===== src/rtl/bus_master_if_pkg.sv =====
// Shared bus constants: direction encodings, active-low levels and default widths.
package bus_master_if_pkg;

    // Bus direction encodings
    localparam logic READ  = 1'b1;
    localparam logic WRITE = 1'b0;

    // Active-low control levels
    localparam logic ENABLE_  = 1'b0;
    localparam logic DISABLE_ = 1'b1;

    // Default bus widths (word addressed)
    localparam int unsigned BUS_ADDR_W = 30;
    localparam int unsigned BUS_DATA_W = 32;

endpackage


===== src/rtl/bus_master_if.sv =====
// Requester side of the shared bus: turns one core access into
// request -> grant -> single strobed cycle -> ready/timeout -> release,
// stalling the core for the whole access.
module bus_master_if
    import bus_master_if_pkg::*;
#(
    parameter int unsigned ADDR_W  = BUS_ADDR_W,
    parameter int unsigned DATA_W  = BUS_DATA_W,
    parameter int unsigned TIMEOUT = 255
) (
    input  logic              clk,
    input  logic              reset,
    // Core side
    input  logic              core_as,
    input  logic              core_rw,
    input  logic [ADDR_W-1:0] core_addr,
    input  logic [DATA_W-1:0] core_wr_data,
    input  logic              core_flush,
    output logic [DATA_W-1:0] rd_data,
    output logic              stall,
    output logic              bus_err,
    // Bus side
    output logic              bus_req_,
    input  logic              bus_grnt_,
    output logic [ADDR_W-1:0] bus_addr,
    output logic              bus_as_,
    output logic              bus_rw,
    output logic [DATA_W-1:0] bus_wr_data,
    input  logic [DATA_W-1:0] bus_rd_data,
    input  logic              bus_rdy_
);

    // Guard against a zero-width counter when TIMEOUT is 0
    localparam int unsigned CNT_W = (TIMEOUT > 0) ? $clog2(TIMEOUT + 1) : 1;
    localparam logic [CNT_W-1:0] CNT_MAX = CNT_W'(TIMEOUT);

    typedef enum logic [1:0] {
        StIdle,
        StReq,
        StAccess,
        StDone
    } state_e;

    state_e            state_q, state_d;
    logic [CNT_W-1:0]  cnt_q, cnt_d;
    // Core request captured in IDLE so the core may not need to keep it stable
    logic [ADDR_W-1:0] addr_lat_q, addr_lat_d;
    logic              rw_lat_q, rw_lat_d;
    logic [DATA_W-1:0] wdata_lat_q, wdata_lat_d;
    // Registered bus and core outputs
    logic              bus_req_q, bus_req_d;
    logic              bus_as_q, bus_as_d;
    logic [ADDR_W-1:0] bus_addr_q, bus_addr_d;
    logic              bus_rw_q, bus_rw_d;
    logic [DATA_W-1:0] bus_wr_data_q, bus_wr_data_d;
    logic [DATA_W-1:0] rd_data_q, rd_data_d;
    logic              bus_err_q, bus_err_d;

    // Next-state and next-output logic for the access sequence
    always_comb begin
        state_d       = state_q;
        cnt_d         = cnt_q;
        addr_lat_d    = addr_lat_q;
        rw_lat_d      = rw_lat_q;
        wdata_lat_d   = wdata_lat_q;
        bus_req_d     = bus_req_q;
        bus_as_d      = bus_as_q;
        bus_addr_d    = bus_addr_q;
        bus_rw_d      = bus_rw_q;
        bus_wr_data_d = bus_wr_data_q;
        rd_data_d     = rd_data_q;
        bus_err_d     = bus_err_q;

        unique case (state_q)
            StIdle: begin
                if (core_as && !core_flush) begin
                    addr_lat_d  = core_addr;
                    rw_lat_d    = core_rw;
                    wdata_lat_d = core_wr_data;
                    bus_req_d   = ENABLE_;
                    state_d     = StReq;
                end
            end

            StReq: begin
                // Flush wins over a grant arriving in the same cycle
                if (core_flush) begin
                    bus_req_d = DISABLE_;
                    state_d   = StIdle;
                end else if (bus_grnt_ == ENABLE_) begin
                    bus_addr_d    = addr_lat_q;
                    bus_rw_d      = rw_lat_q;
                    bus_wr_data_d = wdata_lat_q;
                    bus_as_d      = ENABLE_;
                    cnt_d         = '0;
                    state_d       = StAccess;
                end
            end

            StAccess: begin
                bus_as_d = DISABLE_;
                if (bus_rdy_ == ENABLE_ || cnt_q == CNT_MAX) begin
                    // Ready on the last counted cycle still counts as success
                    if (bus_rdy_ == ENABLE_) begin
                        if (rw_lat_q == READ) begin
                            rd_data_d = bus_rd_data;
                        end
                    end else begin
                        bus_err_d = 1'b1;
                        if (rw_lat_q == READ) begin
                            rd_data_d = '0;
                        end
                    end
                    bus_req_d     = DISABLE_;
                    bus_addr_d    = '0;
                    bus_rw_d      = READ;
                    bus_wr_data_d = '0;
                    state_d       = StDone;
                end else begin
                    cnt_d = cnt_q + CNT_W'(1);
                end
            end

            StDone: begin
                bus_err_d = 1'b0;
                state_d   = StIdle;
            end

            default: begin
                state_d = StIdle;
            end
        endcase
    end

    // State and output registers with synchronous reset
    always_ff @(posedge clk) begin
        if (reset) begin
            state_q       <= StIdle;
            cnt_q         <= '0;
            addr_lat_q    <= '0;
            rw_lat_q      <= READ;
            wdata_lat_q   <= '0;
            bus_req_q     <= DISABLE_;
            bus_as_q      <= DISABLE_;
            bus_addr_q    <= '0;
            bus_rw_q      <= READ;
            bus_wr_data_q <= '0;
            rd_data_q     <= '0;
            bus_err_q     <= 1'b0;
        end else begin
            state_q       <= state_d;
            cnt_q         <= cnt_d;
            addr_lat_q    <= addr_lat_d;
            rw_lat_q      <= rw_lat_d;
            wdata_lat_q   <= wdata_lat_d;
            bus_req_q     <= bus_req_d;
            bus_as_q      <= bus_as_d;
            bus_addr_q    <= bus_addr_d;
            bus_rw_q      <= bus_rw_d;
            bus_wr_data_q <= bus_wr_data_d;
            rd_data_q     <= rd_data_d;
            bus_err_q     <= bus_err_d;
        end
    end

    // The core is released only in the single DONE cycle
    assign stall       = core_as && (state_q != StDone);
    assign rd_data     = rd_data_q;
    assign bus_err     = bus_err_q;
    assign bus_req_    = bus_req_q;
    assign bus_as_     = bus_as_q;
    assign bus_addr    = bus_addr_q;
    assign bus_rw      = bus_rw_q;
    assign bus_wr_data = bus_wr_data_q;

endmodule


===== config.mk =====
export PLATFORM = sky130hd
export DESIGN_NAME = bus_master_if
export DESIGN_NICKNAME = d
export VERILOG_FILES = /design/src/rtl/bus_master_if_pkg.sv /design/src/rtl/bus_master_if.sv
export SDC_FILE = /design/constraint.sdc
export NUM_CORES = 1
export LEC_CHECK = 0
export BUFFER_PORTS_ARGS = -buffer_cell sky130_fd_sc_hd__buf_2
export CELL_PAD_IN_SITES_DETAIL_PLACEMENT = 1
export CELL_PAD_IN_SITES_GLOBAL_PLACEMENT = 2
export CORE_MARGIN = 10
export CORE_UTILIZATION = 33
export CTS_BUF_LIST = sky130_fd_sc_hd__clkbuf_4 sky130_fd_sc_hd__clkbuf_8
export DETAILED_ROUTE_END_ITERATION = 16
export PLACE_DENSITY_LB_ADDON = 0.3
export SYNTH_ARGS = -nofsm -noshare
export SYNTH_HDL_FRONTEND = slang
export SYNTH_SLANG_ARGS = --single-unit

===== constraint.sdc =====
create_clock -name clk -period 3.7 [get_ports clk]
set_input_delay 0.925 -clock clk [delete_from_list [all_inputs] [get_ports clk]]
set_output_delay 0.925 -clock clk [all_outputs]
set_load 0.01 [all_outputs]

==> Yosys cells after proc, flatten, opt, wreduce, memory -nomap -nowiden <==
Index checks and enable logic that the tools add are counted.
{ "word_totals": {"regBits": 171, "latch_bits": 0, "mem_bits_rw": 0, "rom_bits": 0, "inputBits": 101, "output_inout_bits": 99, "wordCells": 76, "n_memories": 0} }
{ "op_classes": {"add_sub_neg": 1, "multipliers": 0, "div_mod_pow": 0, "magnitude_cmp": 0, "n_eq_ne": 13, "n_shift": 0, "n_mux": 33, "bitwise_logic": 1, "reduce_logical": 16} }
{ "op_table": {"columns": ["operator", "count"], "rows": [
  ["32-bit two-way mux", 6],
  ["30-bit two-way mux", 3],
  ["32-bit case mux with 2 select lines", 1],
  ["30-bit case mux with 2 select lines", 1],
  ["8-bit two-way mux", 3],
  ["2-bit != test, second input constant", 8],
  ["8-bit case mux with 2 select lines", 1],
  ["3-bit AND reduction", 4],
  ["4-bit AND reduction", 3],
  ["1-bit two-way mux", 9],
  ["8-bit by 1-bit adder with 8-bit output, second input constant", 1],
  ["8-bit equality test, second input constant", 1],
  ["2-bit two-way mux", 4],
  ["2-bit case mux with 4 select lines", 1],
  ["1-bit case mux with 2 select lines", 3],
  ["2-bit equality test, second input constant", 2],
  ["2-bit nonzero test", 2],
  ["3-bit != test, second input constant", 1],
  ["1-bit case mux with 3 select lines", 1],
  ["3-bit nonzero test", 1],
  ["2-bit by 1-bit equality test with 1-bit output, second input constant", 1],
  ["1-bit logical AND", 2],
  ["2-bit logical NOT", 1],
  ["2-bit AND reduction", 1],
  ["3 further kinds", 3]
]} }

==> Depth between registers and ports, before layout <==
Gate-level depths: netlist of the first run.
{ "logic_depth": {"ltp_word": 4, "depth_mapped": 8, "depth_no_buf": 6} }

==> Worst setup path after synthesis of the first run <==
OpenSTA, ideal clock, no wires.
{ "synth_path": {"path_kind": "input port to flip-flop", "start": "input port bus_rdy_", "end": "register cnt_q[5]", "setup_time_ns": 0.118, "t_arrival_ns": 1.945, "t_required_ns": 3.582, "slack_ns": 1.637, "path_stages": 5, "n_path_buf": 1, "cell_sequence": "clkbuf_2 or2b_1 o21ai_0 or4_1 mux2i_1"} }
{ "synth_between": {"elab_chain_len": 4} }
{ "synth_rtl": {"columns": ["item", "line", "rtl"], "rows": [
  ["start: declaration", "bus_master_if.sv:30", "input logic bus_rdy_"],
  ["1-bit NOT", null, null],
  ["1-bit logical OR", "bus_master_if.sv:102", "if (bus_rdy_ == ENABLE_ || cnt_q == CNT_MAX) begin"],
  ["2-bit != test (no source line)", null, null],
  ["4-bit AND reduction (no source line)", null, null],
  ["end signal: assignment", "bus_master_if.sv:152", "cnt_q <= cnt_d;"],
  ["end: declaration", "bus_master_if.sv:45", "logic [CNT_W-1:0] cnt_q, cnt_d;"]
]} }
No other way between the ends.
A chain may end at the register's enable or synchronous reset.

==> Worst setup path after layout of the first run <==
{ "layout_path": {"start": "register state_q[0]", "end": "register rd_data_q[25] (netlist: rd_data[25])"} }
{ "layout_between": {"elab_chain_len": 2} }
{ "layout_rtl": {"columns": ["item", "line", "rtl"], "rows": [
  ["start: declaration", "bus_master_if.sv:44", "state_e state_q, state_d;"],
  ["start signal: assignment", "bus_master_if.sv:138", "state_q <= StIdle;"],
  ["start signal: assignment", "bus_master_if.sv:151", "state_q <= state_d;"],
  ["2-bit equality test", "bus_master_if.sv:74", "unique case (state_q)"],
  ["3-bit AND reduction (no source line)", null, null],
  ["end signal: assignment", "bus_master_if.sv:161", "rd_data_q <= rd_data_d;"],
  ["end: declaration", "bus_master_if.sv:56", "logic [DATA_W-1:0] rd_data_q, rd_data_d;"]
]} }
No other way between the ends.

==> results.txt, run 1 <==
final setup vio count = 0
Longest Clk Path Bufs = 2
Slowest-stage cell, CP = o21a_1
initial antenna violation count = 4
WP buf/inv = 1
synth unique cells = 54
Crit. Startpoint = state_q[0]
Residual DRC = 0
Hold Path Cell Cnt = 2
worst-margin pin slew = 1.18 ns
syn_nets = 770
Largest delay share family, worst path = compound AO/OA/AOI/OAI gates
largest net degree at the start of global routing = 68
first-pass GRT wire length = 32000 um
PD cells = 469 mW/mm^2
Final period util = 68.0%
internal power = 2.68 mW
Slew Viols, Final = 0
clock sinks = 171
Routed Antenna Nets = 0
Crit path arrival time = 2.87 ns
Global Route Usage Sum = 15.8%
io pins = 200
Total Power = 3.66 mW
Ys Warns = 0
Pre-Repair DR Iteration Count = 4
Critical R2R Launch = state_q[0]
Seq cells post-synth = 171
Clock transition at path regs = 0.09 ns
leading post-synthesis cells by cell area = dfxtp_1 (54%), a22o_2 (9.1%), a21oi_1 (8.0%), nand2_1 (7.8%), nand3b_1 (3.8%)
cts-stage hold buffer count = 0
Switch Pwr = 976 uW
post_cts resized = 0
GPL Wtd Cong = 0.797
Final Cell Area = 0.00780 mm^2
drt wl/cell = 18.6 um
CTS H-tree lvls = 4
crit-path max FO = 33
Die Area = 0.0250 mm^2
Post-Syn Instances = 662
Yosys top cell by area = dfxtp_1
Post-synth ARST share = 0%
area growth from synthesis to layout = 24.1%
synthesized area per cell = 9.50 um^2
Max VDD drop = 0.000200 V
worst skew pair latency = 0.45 ns
via density per instance = 5.12
Starting Density = 33.6%
CP Launch Type = flip-flop
Core ar. = 0.0187 mm^2
Root Driver = clkbuf_8
number of global-route vias before repair = 6073
final hold vios = 0
Setup TNS = 0 ns
Main synth FF type = dfxtp_1
total stage count of the critical path = 6
fin cells = 1081
Cell Area, Placed = 0.00740 mm^2
CTS tree = done
status = finished clean
Clock Skews = 0.0232 ns
Max-Slew Margin vs Limit = 21.6%
CP Cell Sequence = inv_1 -> ha_1 -> or2b_1 -> o21a_1 -> o21ai_0 -> a21oi_1
Sw Ratio = 26.7%
placed insts = 1048
Port Buffers = 199
Peak Freq = 397 MHz
Die X = 158 um
via count = 5531
Logic pwr share = 10.7%
number of synthesized flops with an enable pin = 0
Mapped Area = 0.00629 mm^2
cell count of the worst reg-to-reg path = 6
Hold Crit Class = flip-flop to flip-flop
largest stage delay on the critical path = 0.79 ns
row cnt = 50
fin nets = 941
Crit Path Class = flip-flop to flip-flop
Max Cap Viol = 0
Die Y = 158 um
Yosys top cell area share = 54.4%
Setup crit end kind = flip-flop
grt total ovfl = 0
RSZ-0062 raised after global routing = false
Req. time, crit path = 4.06 ns
min-delay src = wdata_lat_q[18]
Clk pwr share = 36.1%
share of layout cells above drive strength 1 = 36.2%
post-CTS setup buffer count = 0
Leak = 3.29 nW
drt first-iter violations = 186
Final Critical Period = 2.52 ns
Post-DP HPWL = 14000 um
Seq/Total Area, Yosys = 54.4%
sequential power share = 53.1%
CTS Buf Count = 17
WL final = 20100 um
[layout make-up]
| class | count | area [um^2] |
|---|---|---|
| flip-flops and latches | 171 | 3420 |
| repair buffers | 205 | 1070 |
| multi-input cells | 432 | 2590 |
| clock buffers | 20 | 256 |
| diodes | 1 | 2.50 |
| fillers | 2202 | 10900 |
| inverters | 6 | 22.5 |
| clock inverters | 12 | 140 |
| well taps | 234 | 293 |
[sequential cells by signal, indices dropped and copies added (netlist names), named ones only]
name,flops
bus_addr,30
bus_err,1
wdata_lat_q,32
bus_req_,1
addr_lat_q,30
bus_rw,1
rw_lat_q,1
state_q,1
cnt_q,8
bus_wr_data,32
bus_as_,1
rd_data,32
[cell families after synthesis]
logic type / count (synthesis) / synth area share (%)
buf+inv: 59 / 4.50
fa+ha+maj: 7 / 1.39
mux: 1 / 0.159
xor+xnor: 1 / 0.139
flops: 171 / 54.4
compound gates: 216 / 23.2
simple gates: 207 / 16.2
[cells in the mapped netlist (2+ instances only)]
cell,number
ha_1,7
a21oi_1,100
or2_2,2
a22o_1,5
nand2_1,131
nand4_1,4
nor2b_1,3
a22oi_1,2
a211o_1,2
nand3b_1,32
a22o_2,57
inv_1,6
nor2_1,5
clkbuf_1,35
o21ai_0,37
buf_2,9
nor3b_1,2
buf_6,6
dfxtp_1,171
nand3_1,5
nor3_1,2
or3_1,5
and3_1,3
[per-stage QoR]
stage / hold slack [ns] / worst slack (ns) / utilization, %
global route: 0.480 / 0.907 / 41.7
CTS: 0.462 / 1.12 / 41.7
detailed placement: 0.450 / 0.803 / 39.6
finish: 0.461 / 1.18 / 41.7
global placement: 0.441 / 0.977 / 39.6
floorplan: 0.437 / 1.64 / -
[power by group through the flow]
stage	logic, mW	registers, mW	clock network [mW]
3_3_place_gp	0.391	1.98	0
2_1_floorplan	0.239	1.99	0
4_1_cts	0.402	1.95	1.37
5_1_grt	0.439	1.95	1.44
6_report	0.393	1.95	1.32
3_5_place_dp	0.401	1.99	0
[worst reg2reg max path: stages (launching register included)]
cell	delay, ns
dfxtp_1	0.45
inv_1	0.12
ha_1	0.39
or2b_1	0.26
o21a_1	0.79
o21ai_0	0.22
a21oi_1	0.21
[cell usage in the layout, fill, tap and decap left out, drive strengths merged, types with 2 or more instances in the layout]
master and n:
nand3 5, a31oi 2, and3 4, or3 5
nor3b 3, a22o 62, inv 9, nor3 3
ha 7, a21oi 100, nand2 131, o21ai 38
a211o 2, buf 205, or2 2, nor2 6
nand3b 32, clkinv 5, clkinvlp 2, nand4 4
dfxtp 171, a22oi 2, clkbuf 20, nor2b 3
bufinv 2
[routing by layer]
layer / GRT usage [%] / up-vias / wire length (um)
met4: 3.93 / 6 / 186
li1: - / 2671 / -
met1: 18.6 / 2690 / 8770
met5: 0 / - / 28
met3: 6.68 / 22 / 1620
met2: 26.1 / 142 / 9470
[worst paths after layout]
kind                           to  slack [ns]
setup reg to reg      rd_data[25]        1.18
hold / removal    wdata_lat_q[18]        0.46
setup / recovery      rd_data[25]        1.18
hold reg to reg   wdata_lat_q[18]        0.46
(Power assumes the default switching activity.)
==> inputs of run 2 (changes only) <==
--- a/config.mk
+++ b/config.mk
@@ -9,7 +9,7 @@
 export CELL_PAD_IN_SITES_DETAIL_PLACEMENT = 1
 export CELL_PAD_IN_SITES_GLOBAL_PLACEMENT = 2
 export CORE_MARGIN = 10
-export CORE_UTILIZATION = 33
+export CORE_UTILIZATION = 31
 export CTS_BUF_LIST = sky130_fd_sc_hd__clkbuf_4 sky130_fd_sc_hd__clkbuf_8
 export DETAILED_ROUTE_END_ITERATION = 16
 export PLACE_DENSITY_LB_ADDON = 0.3
==> constraint.sdc (replaced) <==
create_clock -name clk -period 2.5 [get_ports clk]
set_input_delay 0.625 -clock clk [delete_from_list [all_inputs] [get_ports clk]]
set_output_delay 0.625 -clock clk [all_outputs]
set_load 0.01 [all_outputs]
==> run 2 against run 1 <==
Compared with the run above: routed wire length grew 2.1%; maximum frequency increased by 17%; cell count increased by 4.0%; die area rose by 5.6%; register-to-register slack worse by 0.84 ns; first-iteration DRC count increased by 2.2%; flip-flop and latch count did not move.
==> results.txt, run 2 (synthesized netlist as in run 1, its figures left out) <==
Hold Crit Class = primary input to flip-flop
via count = 5579
Core ar. = 0.0201 mm^2
Crit Path Class = flip-flop to flip-flop
Final Critical Period = 2.15 ns
worst-margin pin slew = 0.569 ns
drt wl/cell = 18.2 um
Residual DRC = 0
first-pass GRT wire length = 32900 um
Port Buffers = 199
cts-stage hold buffer count = 0
clock sinks = 171
cell count of the worst reg-to-reg path = 6
GPL Wtd Cong = 0.865
drt first-iter violations = 190
row cnt = 52
Hold Path Cell Cnt = 2
Multi-input gate area = 0.00259 mm^2
final hold vios = 0
via density per instance = 4.96
Clock Skews = 0.0209 ns
Logic pwr share = 11.2%
Cell Area, Placed = 0.00753 mm^2
post-CTS setup buffer count = 0
WL final = 20500 um
final setup vio count = 0
Final period util = 86.1%
Die Y = 162 um
Crit path arrival time = 2.53 ns
Root Driver = clkbuf_8
Peak Freq = 464 MHz
Clock transition at path regs = 0.08 ns
Req. time, crit path = 2.88 ns
largest net degree at the start of global routing = 44
worst skew pair latency = 0.46 ns
R2R Path End = cnt_q[4]
Post-DP HPWL = 14600 um
area growth from synthesis to layout = 26.1%
fin nets = 949
Max Cap Viol = 0
CTS H-tree lvls = 4
io pins = 200
Leak = 3.32 nW
Longest Clk Path Bufs = 2
PD cells = 690 mW/mm^2
Slew Viols, Final = 0
Max VDD drop = 0.000353 V
Fillers = 2386
grt total ovfl = 0
sequential power share = 52.7%
internal power = 3.96 mW
min-delay src = core_rw
most frequent cells in the layout = buf_2 (198), dfxtp_1 (171), nand2_1 (131)
Routed Antenna Nets = 0
Global Route Usage Sum = 15.3%
most common cell after layout, fill and taps aside = buf_2
Clk pwr share = 36.1%
Die Area = 0.0264 mm^2
Setup TNS = 0 ns
Max-Slew Margin vs Limit = 62.1%
Critical R2R Launch = state_q[0]
RSZ-0062 raised after global routing = false
Switch Pwr = 1.51 mW
status = finished clean
Setup crit end kind = flip-flop
r2r setup slk = 0.35 ns
CTS tree = done
CTS Buf Count = 17
number of global-route vias before repair = 6126
CP Launch Type = flip-flop
Pre-Repair DR Iteration Count = 4
FF/Latch Area = 0.00342 mm^2
initial antenna violation count = 2
Die X = 162 um
Final Cell Area = 0.00793 mm^2
Sw Ratio = 27.6%
crit-path max FO = 12
Hold EP = rw_lat_q
Starting Density = 31.3%
post_cts resized = 0
share of layout cells above drive strength 1 = 36.7%
-- run 2: cell count changes in the layout (fill, tap and decap cells not counted) --
cell	before	now
buf_12	2	4
buf_4	5	11
clkbuf_4	3	0
clkinv_2	2	1
clkinv_4	3	2
clkinvlp_4	2	4
inv_6	2	4
-- run 2: power by group through the flow --
| stage | registers [mW] | clock network (mW) | logic (mW) |
|---|---|---|---|
| CTS | 2.88 | 2.05 | 0.626 |
| detailed placement | 2.94 | 0 | 0.626 |
| finish | 2.88 | 1.98 | 0.613 |
| floorplan | 2.94 | 0 | 0.354 |
| global route | 2.89 | 2.17 | 0.680 |
| global placement | 2.94 | 0 | 0.604 |
-- run 2: worst max path at each step --
stage | startpoint | depth (start not counted) | end | slack, ns
floorplan | state_q[0] | 7 | cnt_q[6] | 0.73
global placement | state_q[0] | 7 | bus_wr_data[14] | 0.46
detailed placement | state_q[0] | 7 | bus_wr_data[19] | 0.35
CTS | state_q[0] | 7 | bus_wr_data[4] | 0.32
global route | state_q[0] | 7 | bus_wr_data[17] | 0.12
finish | state_q[0] | 6 | cnt_q[4] | 0.35
-- run 2: cell type report --
type / instances / area share [%]
sequential: 171 / 43.2
clock buffer: 17 / 2.95
multi-input combinational: 432 / 32.7
tap: 270 / 4.26
timing repair buffer: 213 / 14.6
inverter: 6 / 0.284
clock inverter: 14 / 2.00
antenna: 1 / 0.0316
-- run 2: routing by layer --
metal | GRT usage (%) | routed length, um | vias to the layer above
met3 | 7.28 | 1850 | 21
met4 | 3.85 | 263 | 4
met5 | 0 | 21 | -
met1 | 16.8 | 8400 | 2717
met2 | 25.9 | 9960 | 142
li1 | - | - | 2695
-- run 2: stage by stage --
step / power [mW] / instances / worst slack [ns] / util, % / hold WS (ns)
global placement: 3.54 / 1092 / 0.458 / 37.5 / 0.441
finish: 5.47 / 1124 / 0.347 / 39.4 / 0.393
floorplan: 3.30 / 662 / 0.727 / - / 0.437
CTS: 5.56 / 1123 / 0.323 / 39.4 / 0.355
detailed placement: 3.57 / 1092 / 0.348 / 37.5 / 0.448
global route: 5.75 / 1123 / 0.120 / 39.4 / 0.364
-- run 2: critical path, cell delays in order (launching register included) --
cell	delay (ns)
dfxtp_1	0.38
inv_1	0.13
ha_1	0.45
and2b_1	0.28
o221ai_1	0.28
or3_1	0.40
a21oi_1	0.15
